[src/rtl/timer_bank_if.sv]
// Bus bundle between the controller and the timer bank: load/mode/run/prescale
// controls toward the bank, per-channel status back toward the controller.
interface timer_bank_if #(
  parameter int NCH     = 4,
  parameter int WIDTH   = 8,
  parameter int PRESC_W = 4
) ();
  logic [NCH-1:0]       load;
  logic [NCH*WIDTH-1:0] set;
  logic [NCH-1:0]       periodic;
  logic [NCH-1:0]       run;
  logic [PRESC_W-1:0]   prescale;
  logic [NCH-1:0]       irq_clr;
  logic [NCH-1:0]       irq;
  logic [NCH-1:0]       expired;
  logic [NCH-1:0]       busy;
  logic [NCH*WIDTH-1:0] cnt_out;

  modport master (
    output load, set, periodic, run, prescale, irq_clr,
    input  irq, expired, busy, cnt_out
  );

  modport slave (
    input  load, set, periodic, run, prescale, irq_clr,
    output irq, expired, busy, cnt_out
  );
endinterface

[src/rtl/timer_bank.sv]
// Multi-channel down-counting interval timer bank with a shared prescaler,
// per-channel one-shot/periodic mode, pause, and sticky expiry interrupts.
module timer_bank #(
  parameter int NCH     = 4,
  parameter int WIDTH   = 8,
  parameter int PRESC_W = 4
) (
  input  logic         clk,
  input  logic         rst,
  timer_bank_if.slave  bus
);

  typedef enum logic {
    S_IDLE  = 1'b0,
    S_COUNT = 1'b1
  } state_e;

  logic [PRESC_W-1:0] presc_q, presc_d;
  logic               tick_s;
  state_e             state_q  [NCH];
  state_e             state_d  [NCH];
  logic [WIDTH-1:0]   cnt_q    [NCH];
  logic [WIDTH-1:0]   cnt_d    [NCH];
  logic [WIDTH-1:0]   reload_q [NCH];
  logic [WIDTH-1:0]   reload_d [NCH];
  logic [NCH-1:0]     mode_q, mode_d;
  logic [NCH-1:0]     irq_q, irq_d;
  logic [NCH-1:0]     expired_q, expired_d;

  // State register: sync reset abandons any count in flight with no expiry.
  always_ff @(posedge clk) begin
    if (rst) begin
      presc_q   <= {PRESC_W{1'b0}};
      mode_q    <= {NCH{1'b0}};
      irq_q     <= {NCH{1'b0}};
      expired_q <= {NCH{1'b0}};
      for (int i = 0; i < NCH; i++) begin
        state_q[i]  <= S_IDLE;
        cnt_q[i]    <= {WIDTH{1'b0}};
        reload_q[i] <= {WIDTH{1'b0}};
      end
    end else begin
      presc_q   <= presc_d;
      mode_q    <= mode_d;
      irq_q     <= irq_d;
      expired_q <= expired_d;
      for (int i = 0; i < NCH; i++) begin
        state_q[i]  <= state_d[i];
        cnt_q[i]    <= cnt_d[i];
        reload_q[i] <= reload_d[i];
      end
    end
  end

  // Next-state logic: shared prescaler plus per-channel IDLE/COUNT machines.
  always_comb begin
    tick_s    = (presc_q >= bus.prescale);
    presc_d   = presc_q;
    mode_d    = mode_q;
    irq_d     = irq_q;
    expired_d = {NCH{1'b0}};
    for (int i = 0; i < NCH; i++) begin
      state_d[i]  = state_q[i];
      cnt_d[i]    = cnt_q[i];
      reload_d[i] = reload_q[i];
    end

    if (tick_s) begin
      presc_d = {PRESC_W{1'b0}};
    end else begin
      presc_d = presc_q + PRESC_W'(1);
    end

    for (int i = 0; i < NCH; i++) begin
      // Clear is applied first so that a same-cycle expiry overrides it.
      if (bus.irq_clr[i]) begin
        irq_d[i] = 1'b0;
      end else begin
        irq_d[i] = irq_q[i];
      end

      if (bus.load[i]) begin
        cnt_d[i]    = bus.set[i*WIDTH +: WIDTH];
        reload_d[i] = bus.set[i*WIDTH +: WIDTH];
        mode_d[i]   = bus.periodic[i];
        state_d[i]  = S_COUNT;
      end else begin
        case (state_q[i])
          S_COUNT: begin
            if (tick_s && bus.run[i]) begin
              if (cnt_q[i] != {WIDTH{1'b0}}) begin
                cnt_d[i] = cnt_q[i] - WIDTH'(1);
              end else begin
                expired_d[i] = 1'b1;
                irq_d[i]     = 1'b1;
                if (mode_q[i]) begin
                  cnt_d[i] = reload_q[i];
                end else begin
                  state_d[i] = S_IDLE;
                end
              end
            end else begin
              cnt_d[i] = cnt_q[i];
            end
          end
          S_IDLE: begin
            state_d[i] = S_IDLE;
          end
          default: begin
            state_d[i] = S_IDLE;
          end
        endcase
      end
    end
  end

  // Output logic: every output is a direct view of a register.
  always_comb begin
    bus.irq     = irq_q;
    bus.expired = expired_q;
    bus.busy    = {NCH{1'b0}};
    bus.cnt_out = {NCH*WIDTH{1'b0}};
    for (int i = 0; i < NCH; i++) begin
      bus.busy[i]                   = (state_q[i] == S_COUNT);
      bus.cnt_out[i*WIDTH +: WIDTH] = cnt_q[i];
    end
  end

endmodule

[src/flat_wrapper.sv]
// flat-port wrapper written by rule: the top's interface ports become plain ports
module timer_bank_flat 
#(
  parameter int NCH     = 4,
  parameter int WIDTH   = 8,
  parameter int PRESC_W = 4
)
  (clk, rst, bus_load, bus_set, bus_periodic, bus_run, bus_prescale, bus_irq_clr, bus_irq, bus_expired, bus_busy, bus_cnt_out);
  timer_bank_if #(.NCH(NCH), .WIDTH(WIDTH), .PRESC_W(PRESC_W)) bus_i ();
  input  logic clk;
  input  logic rst;
  input wire logic [$bits(bus_i.load)-1:0] bus_load;
  input wire logic [$bits(bus_i.set)-1:0] bus_set;
  input wire logic [$bits(bus_i.periodic)-1:0] bus_periodic;
  input wire logic [$bits(bus_i.run)-1:0] bus_run;
  input wire logic [$bits(bus_i.prescale)-1:0] bus_prescale;
  input wire logic [$bits(bus_i.irq_clr)-1:0] bus_irq_clr;
  output wire logic [$bits(bus_i.irq)-1:0] bus_irq;
  output wire logic [$bits(bus_i.expired)-1:0] bus_expired;
  output wire logic [$bits(bus_i.busy)-1:0] bus_busy;
  output wire logic [$bits(bus_i.cnt_out)-1:0] bus_cnt_out;
  assign bus_i.load = bus_load;
  assign bus_i.set = bus_set;
  assign bus_i.periodic = bus_periodic;
  assign bus_i.run = bus_run;
  assign bus_i.prescale = bus_prescale;
  assign bus_i.irq_clr = bus_irq_clr;
  assign bus_irq = bus_i.irq;
  assign bus_expired = bus_i.expired;
  assign bus_busy = bus_i.busy;
  assign bus_cnt_out = bus_i.cnt_out;
  timer_bank #(.NCH(NCH), .WIDTH(WIDTH), .PRESC_W(PRESC_W)) u_core (.clk(clk), .rst(rst), .bus(bus_i));
endmodule
[config.mk]
export PLATFORM = sky130hd
export DESIGN_NAME = timer_bank_flat
export DESIGN_NICKNAME = d
export VERILOG_FILES = /design/src/rtl/timer_bank_if.sv /design/src/rtl/timer_bank.sv /design/src/flat_wrapper.sv
export SDC_FILE = /design/constraint.sdc
export NUM_CORES = 1
export LEC_CHECK = 0
export CORE_UTILIZATION = 50
export CTS_BUF_LIST = sky130_fd_sc_hd__clkbuf_8
export CTS_CLUSTER_SIZE = 20
export DETAILED_ROUTE_END_ITERATION = 7
export GPL_TIMING_DRIVEN = 1
export PLACE_DENSITY_LB_ADDON = 0.3
export SYNTH_ARGS = -nofsm -noshare
export SYNTH_HDL_FRONTEND = slang
export SYNTH_SLANG_ARGS = --single-unit
[constraint.sdc]
create_clock -name clk -period 3.19 [get_ports clk]
set_clock_uncertainty 0.2 [all_clocks]
set_input_delay 0.7975 -clock clk [delete_from_list [all_inputs] [get_ports clk]]
set_output_delay 0.7975 -clock clk [all_outputs]
set_load 0.02 [all_outputs]
# [After elaboration in Yosys (flattened, before gate mapping)]
# Memories as Yosys holds them, arrays and structs flattened.
# Cells that the tools add are included.
[totals] regBits=16 mem_bits_rw=68 in_bits=54 out_inout_bits=44 wordCells=135 n_memories=3
[memory_table] name="u_core.cnt_q" words=4 word_bits=8 read_ports=4 rd_ports_with_merged_regs=0 wr=4 line="timer_bank.sv:22" source="logic [WIDTH-1:0] cnt_q [NCH];"
[memory_table] name="u_core.reload_q" words=4 word_bits=8 read_ports=4 rd_ports_with_merged_regs=0 wr=4 line="timer_bank.sv:24" source="logic [WIDTH-1:0] reload_q [NCH];"
[memory_table] name="u_core.state_q" words=4 word_bits=1 read_ports=4 rd_ports_with_merged_regs=0 wr=4 line="timer_bank.sv:20" source="state_e state_q [NCH];"
[op_classes] addsub=5 n_lt_le_gt_ge=1 muxes=83 bitwise=20 n_reduce_logical=13
[op_table] operator="$mux 8" count=32
[op_table] operator="$mux 1" count=47
[op_table] operator="$reduce_bool 8->1" count=4
[op_table] operator="$sub 8x1->8 const B" count=4
[op_table] operator="$reduce_or 4->1" count=4
[op_table] operator="$or 1x1->1" count=12
[op_table] operator="$not 1->1" count=8
[op_table] operator="$pmux 1 s2" count=4
[op_table] operator="$add 4x1->4 const B" count=1
[op_table] operator="$ge 4x4->1" count=1
[op_table] operator="$logic_and 1x1->1" count=4
[op_table] operator="$reduce_or 2->1" count=1

# [Longest topological paths before layout]
[depth] ltp_word=6 mapped_depth=10

# [Least setup slack after synthesis]
# No wires, ideal clock.
[synth_timing] kind="input -> register" startpoint="in bus_prescale[0]" endpoint="mem u_core.cnt_q[0][7]" setup_time_ns=0.095 arrival_ns=2.527 required_time_ns=2.895 path_slack_ns=0.368 cell_stages=8 path_buffers=1 path_cell_list="ha_1 nand2b_1 a2111o_1 and2_1 clkbuf_1 o2111ai_1 o21ai_0 a221oi_1"
[synth_lines] item="start, declared" line="flat_wrapper.sv:16" source="input wire logic [$bits(bus_i.prescale)-1:0] bus_prescale;"
[synth_lines] item="end, declared" line="timer_bank.sv:22"

==> results.json <==
{
  "drc": 0,
  "p_seq_frac": 0.448,
  "hp-start": "u_core.reload_q[0][15]$_SDFFE_PP0P_",
  "final_nets": 679,
  "grt_use_met3": 0.0539,
  "ant_nets": 0,
  "grt_pass1_wl_um": 17700,
  "hold-path-cell-count": 2,
  "power.switching_uw": 794,
  "nFillCells": 679,
  "place.detailed.hpwl_um": 7800,
  "synth_top_area_frac": 0.389,
  "path_class": "in2reg",
  "reg2reg_to": "u_core.cnt_q[0][11]$_SDFFE_PP0P_",
  "gr-usage-met2": 0.420,
  "holdWs_ps": 267,
  "hold_buffers": 0,
  "cts-htree-levels": 3,
  "final_util": 0.680,
  "cp_slowest_stage_delay_ps": 430,
  "place.port_buffers": 97,
  "slowest_stage": "clkdlybuf4s50_1",
  "core_sq_um": 8300,
  "initial_core_util": 0.521,
  "finalMaxSlewViolations": 0,
  "first_pass_iters": 4,
  "min_to": "u_core.reload_q[0][15]$_SDFFE_PP0P_",
  "synth_flop_cell": "dfxtp_1",
  "wl_um": 10700,
  "synth.area.top_cells": "dfxtp_1, mux2i_1, nor2_1, a21oi_1, ha_1",
  "cts_tree": "yes",
  "synth.net_count": 587,
  "worstSetupStartpoint": "bus_prescale[0]",
  "ys_types": 56,
  "worst_pin_slew_ps": 688,
  "ir_drop_uv": 220,
  "drive_gt1_frac": 0.0729,
  "swShare": 0.301,
  "clockRootBuffer": "clkbuf_8",
  "synth-seq-cells": 84,
  "path_max_fanout": 8,
  "grt_util_met1": 0.307,
  "synth_area_sq_um": 4320,
  "cts_made_buffers": 9,
  "intPower_uw": 1850,
  "grt-ovfl-total": 0,
  "worst_slew_margin_rel": 0.538,
  "power_frac_comb": 0.218,
  "min_path_type": "reg2reg",
  "rsz0062_at_grt": "false",
  "grt_max_degree": 44,
  "setup.worst_path.end_class": "flop",
  "vias": 4081,
  "die_h_um": 95.0,
  "r2r_start": "u_core.cnt_q[0][11]$_SDFFE_PP0P_",
  "syn2layout_area_growth_pct": 30.6,
  "cts.path.max_buffers": 2,
  "cellLeakagePower_uw": 0.00223,
  "grt_pass1_vias": 3885,
  "cts-resized-gates": 0,
  "vias_per_cell": 5.65,
  "cts.clk_slew.worst_paths_ps": 90,
  "power_uw": 2640,
  "io_pins": 98,
  "rows": 33,
  "cpLargestDelayFamily": "compound AO/OA/AOI/OAI gates",
  "dieArea_sq_um": 9020,
  "wl_per_cell_um": 14.8,
  "synth_area_per_cell_sq_um": 8.32,
  "grt_usage": 0.249,
  "synth-async-reset-ratio": 0,
  "crit_buf_inv": 2,
  "cts.sinks": 84,
  "path_cells": "clkdlybuf4s50_1 > ha_1 > nand2b_1 > a2111o_1 > and2_1 > buf_4 > o2111ai_4 > o21ai_1 > a221oi_2",
  "post_cts_buffers": 0,
  "place.gp.congestion": 0.857,
  "synth_edf_count": 0,
  "drt_iter0_drc": 180,
  "die_x_um": 95.0,
  "yosysWarnings": 0,
  "final-setup-viol-count": 0,
  "cp-start-kind": "input pin",
  "post-place-ws_ps": -152,
  "status": "completed",
  "period_needed_ps": 2980,
  "synthCells": 520,
  "power_density_nw_per_um2": 468,
  "regToRegSetupSlack_ps": 570,
  "synth_area_leader_cell": "dfxtp_1",
  "pwr-share-clk": 0.334,
  "worst_slack_ps": 212,
  "busiest_layer": "met2",
  "crit_arrival_ps": 3050,
  "maxCapViolCount": 0,
  "worst-r2r-cell-count": 5,
  "hold_viol": 0,
  "required_ps": 3260,
  "diodes": 0,
  "antenna_found_initial": 0,
  "fmax_mhz": 336,
  "timing.final.crit_share": 0.933,
  "synth_seq_area_share": 0.389,
  "clk_latency_ps": 360
}
cells in the final DEF, fill, tap and decap left out, types with 3 or more instances in the layout:
master,instances
a221oi_2,4
o21ai_1,4
nand2b_1,16
a21oi_1,37
ha_1,13
nand2_1,41
nand3_1,11
nor3b_1,4
o2111a_1,3
a211oi_1,8
xor2_1,3
dfxtp_1,84
or3_1,6
inv_1,26
xnor2_1,5
clkdlybuf4s50_1,96
nor3_1,31
mux2i_1,32
a311oi_1,14
clkbuf_8,9
nand4_1,3
o2bb2ai_1,3
o21ai_0,14
a31oi_1,5
nor2_1,75
buf_4,13
a221oi_1,5
o211ai_1,10
cell families after synthesis:
kind of cell | count (synthesis) | share of synthesized area
XOR/XNOR | 8 | 0.0162
multiplexers | 34 | 0.0793
flip-flops | 84 | 0.389
AND/OR/NAND/NOR | 201 | 0.218
adder cells (fa/ha/maj) | 13 | 0.0376
AO/OA/AOI/OAI | 123 | 0.204
buffers and inverters | 57 | 0.0558
worst reg2reg max path, cell delays in order, from the launching register on:
cell       delay [ps]
dfxtp_1           380
or4_4             590
or3_1             550
o2111ai_4         370
o21ai_1           160
a221oi_2          290
power groups by stage:
stage / clock, uW / combinational (uW) / sequential (uW)
2_1_floorplan: 0 / 334 / 1220
3_3_place_gp: 0 / 558 / 1200
3_5_place_dp: 0 / 574 / 1210
4_1_cts: 898 / 578 / 1180
5_1_grt: 945 / 636 / 1190
6_report: 882 / 576 / 1180
state kept, by name (all words and copies together), names as in the netlist:
register	count
u_core.reload_q	32
u_core.bus.expired	4
u_core.cnt_q	32
u_core.presc_q	4
u_core.mode_q	4
u_core.state_q	4
u_core.bus.irq	4
routing by layer:
metal / up-vias / wire, um
met2: 94 / 5150
met5: - / 0
li1: 2059 / -
met1: 1916 / 4870
met3: 12 / 506
met4: 0 / 167
Yosys cell counts, types with 5 or more instances:
| master | instances |
|---|---|
| a31oi_1 | 5 |
| a211oi_1 | 8 |
| nand2b_1 | 16 |
| nand2_1 | 41 |
| or3_1 | 6 |
| inv_1 | 26 |
| o211ai_1 | 10 |
| clkbuf_1 | 19 |
| buf_1 | 5 |
| nor3_1 | 31 |
| a221oi_1 | 5 |
| buf_4 | 5 |
| xnor2_1 | 5 |
| dfxtp_1 | 84 |
| nand3_1 | 11 |
| a21oi_1 | 37 |
| a311oi_1 | 14 |
| o21ai_0 | 14 |
| mux2i_1 | 32 |
| ha_1 | 13 |
| nor2_1 | 75 |
how the worst max path moves through the flow:
stage	slack, ps	cells after the start	to
floorplan	370	8	u_core.cnt_q[0][7]$_SDFFE_PP0P_
global placement	-70	9	u_core.cnt_q[0][12]$_SDFFE_PP0P_
detailed placement	-150	9	u_core.cnt_q[0][11]$_SDFFE_PP0P_
CTS	210	9	u_core.cnt_q[0][11]$_SDFFE_PP0P_
global route	110	9	u_core.cnt_q[0][11]$_SDFFE_PP0P_
finish	210	9	u_core.cnt_q[0][11]$_SDFFE_PP0P_
through the flow:
| step | area [sq um] | std cells | TNS [ps] |
|---|---|---|---|
| 2_1_floorplan | 4320 | 520 | 0 |
| 3_3_place_gp | 5420 | 706 | -438 |
| 3_5_place_dp | 5420 | 706 | -1150 |
| 4_1_cts | 5650 | 722 | 0 |
| 5_1_grt | 5650 | 722 | 0 |
| 6_report | 5650 | 722 | 0 |
final cells by class:
type | instances | area, sq um | area share
inverter | 26 | 97.6 | 0.0173
clock inverter | 7 | 108 | 0.0191
sequential | 84 | 1680 | 0.298
timing repair buffer | 112 | 1100 | 0.195
tap | 105 | 131 | 0.0233
clock buffer | 9 | 124 | 0.0219
multi-input combinational | 379 | 2400 | 0.425
Note: power is estimated with default switching activity, not from simulation.
==> patch, RTL diff (same settings) <==
Reset style: asynchronous (`rst`), changed in one clocked block. Comments in the files are not updated.
--- a/src/rtl/timer_bank.sv
+++ b/src/rtl/timer_bank.sv
@@ -30,3 +30,3 @@
   // State register: sync reset abandons any count in flight with no expiry.
-  always_ff @(posedge clk) begin
+  always_ff @(posedge clk or posedge rst) begin
     if (rst) begin
Behaviour: differs if rst is asserted again (counterexample within 4 cycles, from zero or initial values and one cycle with rst high); with rst held inactive, the same outputs for 4 cycles.
==> patch against the original RTL <==
The flow now finishes with violations (DRC). Area after synthesis increased by 6.1%. Worst setup slack improved by 0.10 ns. Wire length increased by 3.2%. Register-to-register slack improved by 0.03 ns. First-iteration DRC count decreased by 11%. Sequential cell count unchanged. Count of clock-buffer cells in the layout increased by 1. Design area increased by 5.7%. Critical endpoint is now u_core.bus.cnt_out[31]. Highest routed layer unchanged.
Power is not compared: it rests on default switching activity, and its combinational part moved more than twofold at a synthesized area within 25%.
==> patch: results (changes against the original RTL) <==
| Metric | Value |
|---|---|
| Status | finished with violations |
| Violated checks | DRC |
| Share of layout cells above drive strength 1 | 13.3% (+6.0 points) |
| Sequential share of the synthesized area | 45.8% (+6.9 points) |
| Worst path slowest cell | a2111o_1 |
| Pin count of the biggest net entering global routing | 85 (+93%) |
| Placer Congestion | 0.844 (-1.6%) |
| GRT Total Usage | 23.9% (-1.0 points) |
| Netlist cell types | 67 (+20%) |
| Number of global-route vias before repair | 3,943 (+1.5%) |
| DR iter-0 viols | 161 (-11%) |
| Main synth FF type | dfrtp_1 |
| Compound-gate portion of the synthesized area | 18.8% (-1.6 points) |
| Vias | 4,031 (-1.2%) |
| Synth cell count leaders | dfrtp_1 (84), inv_1 (34), nor2_1 (31) |
| Cells after Synth | 456 (-12%) |
| Worst slew pin tran | 0.565 ns (-0.123 ns) |
| Critical Path Fanout Max | 9 (+1) |
| First-pass GRT wire length | 18.5 mm (+4.8%) |
| Async S/R FF share, synth | 100% (+100 points) |
| Final net count | 629 (-7.4%) |
| Most area-consuming cells after synthesis | dfrtp_1 (46%), mux2_2 (6.9%), a221o_1 (4.1%) |
| Placed Cells incl. Taps | 659 (-6.7%) |
| Net Count, Synth | 523 (-11%) |
| Worst path max stage delay | 0.55 ns (+0.12 ns) |
| DR DRC count | 18 (+18) |
| Hpwl dp | 7.76 mm (-0.51%) |
| Drt total wl | 11.0 mm (+3.2%) |
| Worst endpoint data arrival time | 2.92 ns (-0.13 ns) |
| Xor/xnor share of the synthesized area | 1.53% (-0.093 points) |
| Synthesized-area fraction occupied by adder cells | 3.55% (-0.22 points) |
-- patch: worst max-delay path: cells and delay by family --
family / cells / cell delay (ns)
buffers and inverters: 1 / 0.41
adder cells (fa/ha/maj): 1 / 0.28
AO/OA/AOI/OAI: 2 / 0.85
AND/OR/NAND/NOR: 3 / 0.57
-- patch: logic make-up (layout without fill, tap and decap cells) --
logic type	Yosys count	count (layout)
compound gates	113	113
buf+inv	58	168
fa+ha+maj	13	13
flops	84	84
xor+xnor	8	8
mux	34	34
simple gates	146	146
-- patch: power groups by stage --
stage | Combinational, mW | Clock (mW) | Sequential [mW]
3_3_place_gp | 1.28 | 0 | 1.44
2_1_floorplan | 0.739 | 0 | 1.49
6_report | 1.32 | 0.763 | 1.43
5_1_grt | 1.44 | 0.828 | 1.47
4_1_cts | 1.32 | 0.784 | 1.43
3_5_place_dp | 1.31 | 0 | 1.45
-- patch: final timing paths --
check,cells past startpoint,start,slack (ns),to
max,7,bus_prescale[0],0.32,u_core.bus.cnt_out[31]
min,1,u_core.bus.irq[2],0.28,u_core.bus.irq[2]
max reg2reg,4,u_core.bus.cnt_out[11],0.60,u_core.bus.busy[1]
min reg2reg,1,u_core.bus.irq[2],0.28,u_core.bus.irq[2]
max in group asynchronous,3,rst,1.78,u_core.reload_q[23]
min in group asynchronous,3,rst,0.66,u_core.bus.cnt_out[11]
-- patch: stage by stage --
stage	setup TNS (ns)	hold slack (ns)	instance area, um2	setup WS, ns	utilization [%]
after floorplan	0	0.243	4590	0.0274	-
after global placement	-0.407	0.260	5770	-0.0448	65.6
after detailed placement	-0.599	0.266	5770	-0.0849	65.6
after CTS	0	0.284	5970	0.288	67.7
after global routing	0	0.307	5970	0.139	67.7
final	0	0.279	5970	0.316	67.7
-- patch: final cells by class --
cell class | count | area [um2]
clock buffer | 10 | 138
clock inverter | 5 | 53.8
fill | 705 | 2840
inverter | 34 | 129
multi-input combinational | 314 | 2260
sequential | 84 | 2100
tap | 108 | 135
timing repair buffer | 119 | 1150
-- patch: metal layers --
metal	GRT usage (%)	vias up	part of all wire, %	wire (um)
li1	-	1917	-	-
met1	32.3	1962	46	5020
met2	37.9	130	47	5160
met3	4.65	22	5.6	617
met4	9.67	0	2.1	227
met5	0	-	0	0
